## config.mk

```make
export PLATFORM = sky130hd
export DESIGN_NAME = rv32_trap_csr_unit
export DESIGN_NICKNAME = d
export VERILOG_FILES = /design/src/rtl/rv32_trap_csr_pkg.sv /design/src/rtl/rv32_csr_counter64.sv /design/src/rtl/rv32_trap_csr_unit.sv
export SDC_FILE = /design/constraint.sdc
export NUM_CORES = 1
export LEC_CHECK = 0
export ABC_AREA = 1
export CAP_MARGIN = 20
export CORE_ASPECT_RATIO = 2
export CORE_MARGIN = 4
export CORE_UTILIZATION = 45
export DETAILED_ROUTE_END_ITERATION = 8
export MAX_ROUTING_LAYER = met4
export PLACE_DENSITY = 0.74
export SETUP_SLACK_MARGIN = 0.4
export SLEW_MARGIN = 20
export SYNTH_ARGS = -nofsm -noshare
export SYNTH_HDL_FRONTEND = slang
export SYNTH_HIERARCHICAL = 1
export SYNTH_SLANG_ARGS = --single-unit
```

## constraint.sdc

```tcl
create_clock -name clk -period 5.3 [get_ports clk]
set_input_delay 1.06 -clock clk [delete_from_list [all_inputs] [get_ports clk]]
set_output_delay 1.06 -clock clk [all_outputs]
set_load 0.01 [all_outputs]
```

## src/rtl/rv32_trap_csr_pkg.sv

```systemverilog
// ============================================================================
// Module      : rv32_trap_csr_pkg
// Description : Shared CSR addresses, mstatus/mie bit positions, CSR op and
//               trap-unit state encodings for the RV32I machine-mode CSR file.
// Revision    : 1.0 - initial release
// ============================================================================
`default_nettype none

package rv32_trap_csr_pkg;

    localparam logic [11:0] c_addr_mstatus   = 12'h300;
    localparam logic [11:0] c_addr_misa      = 12'h301;
    localparam logic [11:0] c_addr_mie       = 12'h304;
    localparam logic [11:0] c_addr_mtvec     = 12'h305;
    localparam logic [11:0] c_addr_mepc      = 12'h341;
    localparam logic [11:0] c_addr_mcause    = 12'h342;
    localparam logic [11:0] c_addr_mtval     = 12'h343;
    localparam logic [11:0] c_addr_mcycle    = 12'hB00;
    localparam logic [11:0] c_addr_minstret  = 12'hB02;
    localparam logic [11:0] c_addr_mcycleh   = 12'hB80;
    localparam logic [11:0] c_addr_minstreth = 12'hB82;

    localparam int c_mstatus_mie  = 3;
    localparam int c_mstatus_mpie = 7;
    localparam int c_mie_meie     = 11;

    localparam logic [4:0] c_cause_mei = 5'd11;

    typedef enum logic [1:0] {
        CSR_OP_READ = 2'b00,
        CSR_OP_RW   = 2'b01,
        CSR_OP_RS   = 2'b10,
        CSR_OP_RC   = 2'b11
    } csr_op_e;

    typedef enum logic [1:0] {
        RUN      = 2'd0,
        REDIRECT = 2'd1,
        SLEEP    = 2'd2
    } state_e;

    function automatic logic [31:0] csr_apply(input csr_op_e op,
                                              input logic [31:0] old_val,
                                              input logic [31:0] wdata);
        case (op)
            CSR_OP_RW: return wdata;
            CSR_OP_RS: return old_val | wdata;
            CSR_OP_RC: return old_val & ~wdata;
            default:   return old_val;
        endcase
    endfunction

endpackage

`default_nettype wire

```

## src/rtl/rv32_csr_counter64.sv

```systemverilog
// ============================================================================
// Module      : rv32_csr_counter64
// Description : 64-bit CSR counter with independent 32-bit half writes and an
//               increment enable; a write in a cycle suppresses the increment.
//               Used only when RISCV_ZICNTR_EN is defined.
// Revision    : 1.0 - initial release
// ============================================================================
`default_nettype none

module rv32_csr_counter64 (
    input  logic        clk,
    input  logic        rst,
    input  logic        inc_i,
    input  logic        wr_lo_i,
    input  logic        wr_hi_i,
    input  logic [31:0] wdata_i,
    output logic [63:0] count_o
);

    logic [63:0] r_count;

    always_ff @(posedge clk or posedge rst) begin
        if (rst) begin
            r_count <= '0;
        end else if (wr_lo_i) begin
            r_count[31:0] <= wdata_i;
        end else if (wr_hi_i) begin
            r_count[63:32] <= wdata_i;
        end else if (inc_i) begin
            r_count <= r_count + 64'd1;
        end
    end

    assign count_o = r_count;

endmodule

`default_nettype wire

```

## src/rtl/rv32_trap_csr_unit.sv

```systemverilog
// ============================================================================
// Module      : rv32_trap_csr_unit
// Description : Machine-mode CSR file and trap controller (exceptions, MRET,
//               external interrupt, WFI sleep) driving the fetch redirect.
//               Define RISCV_ZICNTR_EN to add mcycle/minstret counters.
// Revision    : 1.0 - initial release
// ============================================================================
`default_nettype none

module rv32_trap_csr_unit
    import rv32_trap_csr_pkg::*;
#(
    parameter logic [31:0] MTVEC_RESET = 32'h0000_0000,
    parameter logic [31:0] MISA_VALUE  = 32'h4000_0100
) (
    input  logic        clk,
    input  logic        rst,
    input  logic        csr_req_i,
    input  logic [1:0]  csr_op_i,
    input  logic [11:0] csr_addr_i,
    input  logic [31:0] csr_wdata_i,
    output logic [31:0] csr_rdata_o,
    output logic        csr_illegal_o,
    input  logic        exc_valid_i,
    input  logic [4:0]  exc_cause_i,
    input  logic [31:0] exc_pc_i,
    input  logic [31:0] exc_tval_i,
    input  logic        mret_i,
    input  logic        wfi_i,
    input  logic        irq_ext_i,
    input  logic [31:0] irq_pc_i,
    input  logic        instr_retire_i,
    output logic        redirect_o,
    output logic [31:0] redirect_pc_o,
    output logic        stall_o
);

    state_e      r_state, w_state_nxt;
    logic        r_mie, r_mpie, r_meie;
    logic [31:2] r_mtvec, r_mepc;
    logic [31:0] r_mcause, r_mtval, r_redirect_pc;
    logic        w_take_exc, w_take_irq, w_take_mret, w_csr_we, w_addr_ok;
    logic [31:0] w_rdata, w_wval;
    logic        w_unused;

`ifdef RISCV_ZICNTR_EN
    logic [63:0] w_mcycle, w_minstret;

    rv32_csr_counter64 u_mcycle (
        .clk     (clk),
        .rst     (rst),
        .inc_i   (1'b1),
        .wr_lo_i (w_csr_we && csr_addr_i == c_addr_mcycle),
        .wr_hi_i (w_csr_we && csr_addr_i == c_addr_mcycleh),
        .wdata_i (w_wval),
        .count_o (w_mcycle)
    );

    rv32_csr_counter64 u_minstret (
        .clk     (clk),
        .rst     (rst),
        .inc_i   (instr_retire_i),
        .wr_lo_i (w_csr_we && csr_addr_i == c_addr_minstret),
        .wr_hi_i (w_csr_we && csr_addr_i == c_addr_minstreth),
        .wdata_i (w_wval),
        .count_o (w_minstret)
    );

    assign w_unused = ^{exc_pc_i[1:0], irq_pc_i[1:0]};
`else
    assign w_unused = ^{exc_pc_i[1:0], irq_pc_i[1:0], instr_retire_i};
`endif

    always_comb begin
        w_rdata   = '0;
        w_addr_ok = 1'b1;
        case (csr_addr_i)
            c_addr_mstatus: begin
                w_rdata[12:11]          = 2'b11;
                w_rdata[c_mstatus_mpie] = r_mpie;
                w_rdata[c_mstatus_mie]  = r_mie;
            end
            c_addr_misa:      w_rdata = MISA_VALUE;
            c_addr_mie:       w_rdata[c_mie_meie] = r_meie;
            c_addr_mtvec:     w_rdata = {r_mtvec, 2'b00};
            c_addr_mepc:      w_rdata = {r_mepc, 2'b00};
            c_addr_mcause:    w_rdata = r_mcause;
            c_addr_mtval:     w_rdata = r_mtval;
`ifdef RISCV_ZICNTR_EN
            c_addr_mcycle:    w_rdata = w_mcycle[31:0];
            c_addr_mcycleh:   w_rdata = w_mcycle[63:32];
            c_addr_minstret:  w_rdata = w_minstret[31:0];
            c_addr_minstreth: w_rdata = w_minstret[63:32];
`endif
            default:          w_addr_ok = 1'b0;
        endcase
    end

    assign csr_rdata_o   = w_rdata;
    assign csr_illegal_o = csr_req_i && !w_addr_ok;
    assign w_wval        = csr_apply(csr_op_e'(csr_op_i), w_rdata, csr_wdata_i);

    always_ff @(posedge clk or posedge rst) begin
        if (rst) begin
            r_state <= RUN;
        end else begin
            r_state <= w_state_nxt;
        end
    end

    // Only one event is accepted per cycle; everything below it is dropped.
    always_comb begin
        w_state_nxt = r_state;
        w_take_exc  = 1'b0;
        w_take_irq  = 1'b0;
        w_take_mret = 1'b0;
        w_csr_we    = 1'b0;
        case (r_state)
            RUN: begin
                if (exc_valid_i) begin
                    w_take_exc  = 1'b1;
                    w_state_nxt = REDIRECT;
                end else if (mret_i) begin
                    w_take_mret = 1'b1;
                    w_state_nxt = REDIRECT;
                end else if (irq_ext_i && r_meie && r_mie) begin
                    w_take_irq  = 1'b1;
                    w_state_nxt = REDIRECT;
                end else if (wfi_i) begin
                    w_state_nxt = SLEEP;
                end else if (csr_req_i && csr_op_i != CSR_OP_READ && w_addr_ok) begin
                    w_csr_we = 1'b1;
                end
            end
            REDIRECT: w_state_nxt = RUN;
            SLEEP: begin
                if (irq_ext_i && r_meie) begin
                    w_take_irq  = r_mie;
                    w_state_nxt = r_mie ? REDIRECT : RUN;
                end
            end
            default: w_state_nxt = RUN;
        endcase
    end

    always_ff @(posedge clk or posedge rst) begin
        if (rst) begin
            r_mie         <= 1'b0;
            r_mpie        <= 1'b0;
            r_meie        <= 1'b0;
            r_mtvec       <= MTVEC_RESET[31:2];
            r_mepc        <= '0;
            r_mcause      <= '0;
            r_mtval       <= '0;
            r_redirect_pc <= '0;
        end else if (w_take_exc || w_take_irq) begin
            r_mepc        <= w_take_exc ? exc_pc_i[31:2] : irq_pc_i[31:2];
            r_mcause      <= w_take_exc ? {27'b0, exc_cause_i} : {1'b1, 26'b0, c_cause_mei};
            r_mtval       <= w_take_exc ? exc_tval_i : 32'h0;
            r_mpie        <= r_mie;
            r_mie         <= 1'b0;
            r_redirect_pc <= {r_mtvec, 2'b00};
        end else if (w_take_mret) begin
            r_mie         <= r_mpie;
            r_mpie        <= 1'b1;
            r_redirect_pc <= {r_mepc, 2'b00};
        end else if (w_csr_we) begin
            case (csr_addr_i)
                c_addr_mstatus: begin
                    r_mie  <= w_wval[c_mstatus_mie];
                    r_mpie <= w_wval[c_mstatus_mpie];
                end
                c_addr_mie:    r_meie   <= w_wval[c_mie_meie];
                c_addr_mtvec:  r_mtvec  <= w_wval[31:2];
                c_addr_mepc:   r_mepc   <= w_wval[31:2];
                c_addr_mcause: r_mcause <= w_wval;
                c_addr_mtval:  r_mtval  <= w_wval;
                default: ;
            endcase
        end
    end

    assign redirect_o    = (r_state == REDIRECT);
    assign redirect_pc_o = r_redirect_pc;
    assign stall_o       = (r_state == SLEEP);

endmodule

`default_nettype wire

```

# After elaboration in Yosys (flattened, before gate mapping)
# Index checks and enable logic that the tools add are counted.
[word_totals]
register_bits = 161
latch_bits = 0
ram_bits = 0
rom_bits = 0
inputBits = 155
output_inout_bits = 67
word_cells = 111
mem_count = 0
[op_classes]
n_addsub = 0
multipliers = 0
div = 0
magnitude_cmp = 0
eq_ne = 15
n_shift = 0
n_mux = 58
bitwise = 5
reduce_logical = 24
[ops]
columns = ["operator", "n"]
rows = [
  ["$mux W32", 12],
  ["$mux W30", 5],
  ["$pmux W32 S3", 1],
  ["$pmux W19 S5", 1],
  ["$eq A12 B10 Y1 const B", 7],
  ["$and A32 B32 Y32", 1],
  ["$not A32 Y32", 1],
  ["$or A32 B32 Y32", 1],
  ["$mux W1", 25],
  ["$pmux W3 S4", 2],
  ["$pmux W1 S5", 3],
  ["$pmux W3 S5", 1],
  ["$reduce_bool A2 Y1", 6],
  ["$mux W2", 5],
  ["$reduce_and A3 Y1", 3],
  ["$reduce_and A4 Y1", 2],
  ["$reduce_or A7 Y1", 1],
  ["$eq A2 B2 Y1 const B", 3],
  ["$pmux W1 S6", 1],
  ["$reduce_bool A3 Y1", 2],
  ["$logic_and A1 B1 Y1", 5],
  ["$ne A5 B5 Y1 const B", 1],
  ["$eq A2 B1 Y1 const B", 2],
  ["$ne A2 B1 Y1 const B", 2],
  ["other kinds (7)", 9],
]

# Logic depth before layout (Yosys ltp)
# Gate-level depths: netlist of run 1.
[depth]
ltp_word = 13
ltp_mapped = 15
depth_no_buf = 14

# Worst setup path after synthesis of run 1
# Ideal clock, no wire load.
[synth_timing]
path_type = "input port to output port"
startpoint = "in csr_addr_i[11]"
endpoint = "out csr_rdata_o[19]"
t_arrival_ps = 2236
t_required_ps = 4240
setup_slack_ps = 2004
cell_stages = 7
n_path_buf = 2
cell_sequence = "nor2_1 nand3_2 inv_2 buf_2 buf_2 nand4_1 o211ai_1"
[synth_via]
elab_chain_cells = 2
elab_cells_between_ends = 6
classes_between = "eq/ne (5); mux (1)"
[synth_rtl]
columns = ["element", "line", "rtl"]
rows = [
  ["from (decl)", "rv32_trap_csr_unit.sv:20", "input logic [11:0] csr_addr_i,"],
  ["$eq A12 B10 Y1", "rv32_trap_csr_unit.sv:77", "case (csr_addr_i)"],
  ["$pmux W19 S5 (*)", "rv32_trap_csr_unit.sv:77", ""],
  ["to (decl)", "rv32_trap_csr_unit.sv:22", "output logic [31:0] csr_rdata_o,"],
]
# Mark *: on every way between the ends. The rest lies on a longest branch, timed or not.

# Worst setup path in the final report of run 1
[layout_timing]
startpoint = "in csr_addr_i[10]"
endpoint = "out csr_rdata_o[22]"
# The elaborated chain is that of the path after synthesis.

==> impl_metrics.env, run 1 <==
export IMPL_synth_top_family_by_area="simple AND/OR/NAND/NOR gates"
export IMPL_cap_violations=0
export IMPL_ff2ff_setup_slack_ns=2.33
export IMPL_whs_path_depth=2
export IMPL_hold_buffers=0
export IMPL_die_height_um=215
export IMPL_synth_compound_area_frac=0.107
export IMPL_root_buffer="clkbuf_16"
export IMPL_antenna_found_initial=1
export IMPL_core_area_mm2=0.0210
export IMPL_setup_viol=0
export IMPL_path_class="in2out"
export IMPL_synth_distinct_cells=33
export IMPL_wl_um=35100
export IMPL_numCtsBuffers=17
export IMPL_clk_pin_slew_ns=0.06
export IMPL_min_from="r_mcause[22]$_DFFE_PP0P_"
export IMPL_r2r_end="r_mie$_DFFE_PP0P_"
export IMPL_cts_tree="yes"
export IMPL_wire_per_inst_um=18.5
export IMPL_r2r_start="r_state[1]$_DFFE_PP0P_"
export IMPL_start_util=0.457
export IMPL_dr_pass1_iters=7
export IMPL_p_leak_uw=0.00666
export IMPL_worstSetupStartpointType="input pin"
export IMPL_vias=10552
export IMPL_clock_path_buffers=2
export IMPL_fp_row_count=75
export IMPL_drt_iter0_markers=898
export IMPL_clkSinkCount=159
export IMPL_required_ns=4.24
export IMPL_powerDensity_mw_per_mm2=344
export IMPL_ios=222
export IMPL_yosysSeqAreaShare=0.415
export IMPL_path_max_fanout=29
export IMPL_end_kind="output pin"
export IMPL_ff2ff_path_depth=13
export IMPL_hpwl_um=22800
export IMPL_avgSynthCellArea_um2=6.68
export IMPL_ir_drop_v=0.000241
export IMPL_dp_cells=1860
export IMPL_synthAdderAreaFrac=0
export IMPL_min_path_type="reg2reg"
export IMPL_io_buffers=214
export IMPL_die_area_mm2=0.0239
export IMPL_syn_area_mm2=0.00960
export IMPL_drc_errors=0
export IMPL_ys_warn_count=6
export IMPL_fin_cells=1893
export IMPL_rsz0062_at_grt="false"
export IMPL_drive_above_1_share=0.0702
export IMPL_outcome="finished, final reports clean"
export IMPL_crit_arrival_ns=3.67
export IMPL_synth_xor_area_share=0
export IMPL_muxShareOfSynthArea=0
export IMPL_fin_tns_setup_ns=0
export IMPL_slew_viol_final=0
export IMPL_holdPathEnd="r_mcause[22]$_DFFE_PP0P_"
export IMPL_grt_max_degree=160
export IMPL_grt_pass1_vias=10429
export IMPL_hold_viol=0
export IMPL_fin_nets=1766
export IMPL_grt_overflow=0
export IMPL_insertion_delay_ns=0.43
export IMPL_routabilityCongestion=0.897
export IMPL_grt_pass1_wl_um=54600
export IMPL_syn_inst=1436
export IMPL_viasPerCell=5.57
export IMPL_grt_use_total=0.297
export IMPL_synth_seq_cells=159
export IMPL_synthSimpleGateAreaFrac=0.404
export IMPL_period_needed_ns=4.73
export IMPL_fin_crit_sh=0.892
export IMPL_htreeDepth=4
export IMPL_fmax_mhz=211
export IMPL_max_slew_margin_rel=0.294
export IMPL_antenna_left=0
export IMPL_fp_dieW_um=111
export IMPL_area_growth_pct=30.5
export IMPL_skew_ns=0.00891
export IMPL_tightest_slew_ns=1.06
==> sequential cells by signal, summed over array words and instances, names as in the netlist <==
name           flops
r_mcause          32
r_meie             1
r_mepc            30
r_mie              1
r_mpie             1
r_mtval           32
r_mtvec           30
r_state            2
redirect_pc_o     30
==> worst max-delay path by stage <==
| stage | start | slack [ns] | to |
|---|---|---|---|
| 5_1_grt | csr_addr_i[10] | 0.46 | csr_rdata_o[9] |
| 4_1_cts | csr_addr_i[11] | 0.54 | csr_rdata_o[31] |
| 6_report | csr_addr_i[10] | 0.57 | csr_rdata_o[22] |
| 3_3_place_gp | csr_addr_i[11] | 0.55 | csr_rdata_o[2] |
| 3_5_place_dp | csr_addr_i[11] | 0.54 | csr_rdata_o[25] |
| 2_1_floorplan | csr_addr_i[11] | 2.00 | csr_rdata_o[19] |
==> cells in the final DEF (no fill, tap or decap), types with 9 or more instances in the layout <==
master,count
a22oi_1,30
or2_2,17
inv_1,61
o21ai_0,87
nor2_1,34
buf_4,23
inv_2,9
nand2_1,759
o21ai_1,36
clkdlybuf4s50_1,214
clkbuf_16,17
nand4_1,31
nand3_1,72
dfrtp_1,159
==> Yosys cell counts (all sizes together) <==
cell	n	area, µm²
clkbuf	36	135
clkinv	1	5.00
or2	17	106
o21ai	126	649
a22o	1	8.76
nor3	5	30.0
nor2	44	234
o211ai	5	37.5
nand3	74	380
inv	72	270
a21oi	7	35.0
buf	49	303
o2111ai	7	61.3
o221ai	1	8.76
conb	1	3.75
dfrtp	159	3980
nand2	770	2930
a22oi	30	225
nand4	31	194
==> report_power, final <==
group          switching (µW)  internal, µW  leakage, µW
Sequential                210          1530      0.00203
Clock                     516           761     0.000292
Combinational             775           512      0.00433
==> cell type report <==
class	count	area (µm²)
antenna	1	2.50
sequential	159	3980
clock inverter	11	139
timing repair buffer	240	2390
tap	269	337
multi-input combinational	1120	4940
inverter	73	280
fill	1984	8500
clock buffer	20	457
==> worst max-delay path, cell delays in order <==
cell	delay (ns)
clkdlybuf4s50_1	0.46
nor2_1	0.05
nand3_2	0.15
inv_2	0.20
nand2_2	0.25
clkinv_2	0.45
nand2_1	0.18
nand2_1	0.09
or2_2	0.28
clkdlybuf4s50_1	0.48
==> logic make-up after synthesis <==
family | count (synthesis)
AND/OR/NAND/NOR | 941
AO/OA/AOI/OAI | 177
flip-flops | 159
buffers and inverters | 158
other | 1
==> metrics by stage <==
step | worst slack, ns | hold slack, ns | utilization | cell area, µm² | total power (µW)
final | 0.570 | 0.473 | 0.596 | 12500 | 4310
after global routing | 0.456 | 0.492 | 0.596 | 12500 | 4530
after CTS | 0.535 | 0.474 | 0.594 | 12500 | 4300
after detailed placement | 0.540 | 0.459 | 0.566 | 11900 | 3030
after global placement | 0.550 | 0.453 | 0.565 | 11900 | 2980
after floorplan | 2.00 | 0.442 | - | 9600 | 2460
==> repair_timing <==
item                       in CTS  in global routing
setup endpoints to repair       0                  2
gates resized for setup         0                  1
setup buffers                   0                  0
==> routing by layer <==
| metal | wire [µm] | vias up | part of all wire | GRT usage |
|---|---|---|---|---|
| li1 | - | 4913 | - | - |
| met1 | 12500 | 4882 | 0.36 | 0.330 |
| met2 | 17500 | 600 | 0.50 | 0.497 |
| met3 | 2960 | 157 | 0.084 | 0.0531 |
| met4 | 2120 | 0 | 0.060 | 0.167 |
| met5 | 0 | - | 0 | - |
Note: power is estimated with default switching activity, not from simulation.
==> inputs of run 2 (changes only) <==
GPL_ROUTABILITY_DRIVEN = 0   (was default)
==> results of run 2 <==
The final DEF is identical to that of run 1; final timing and power are the same.
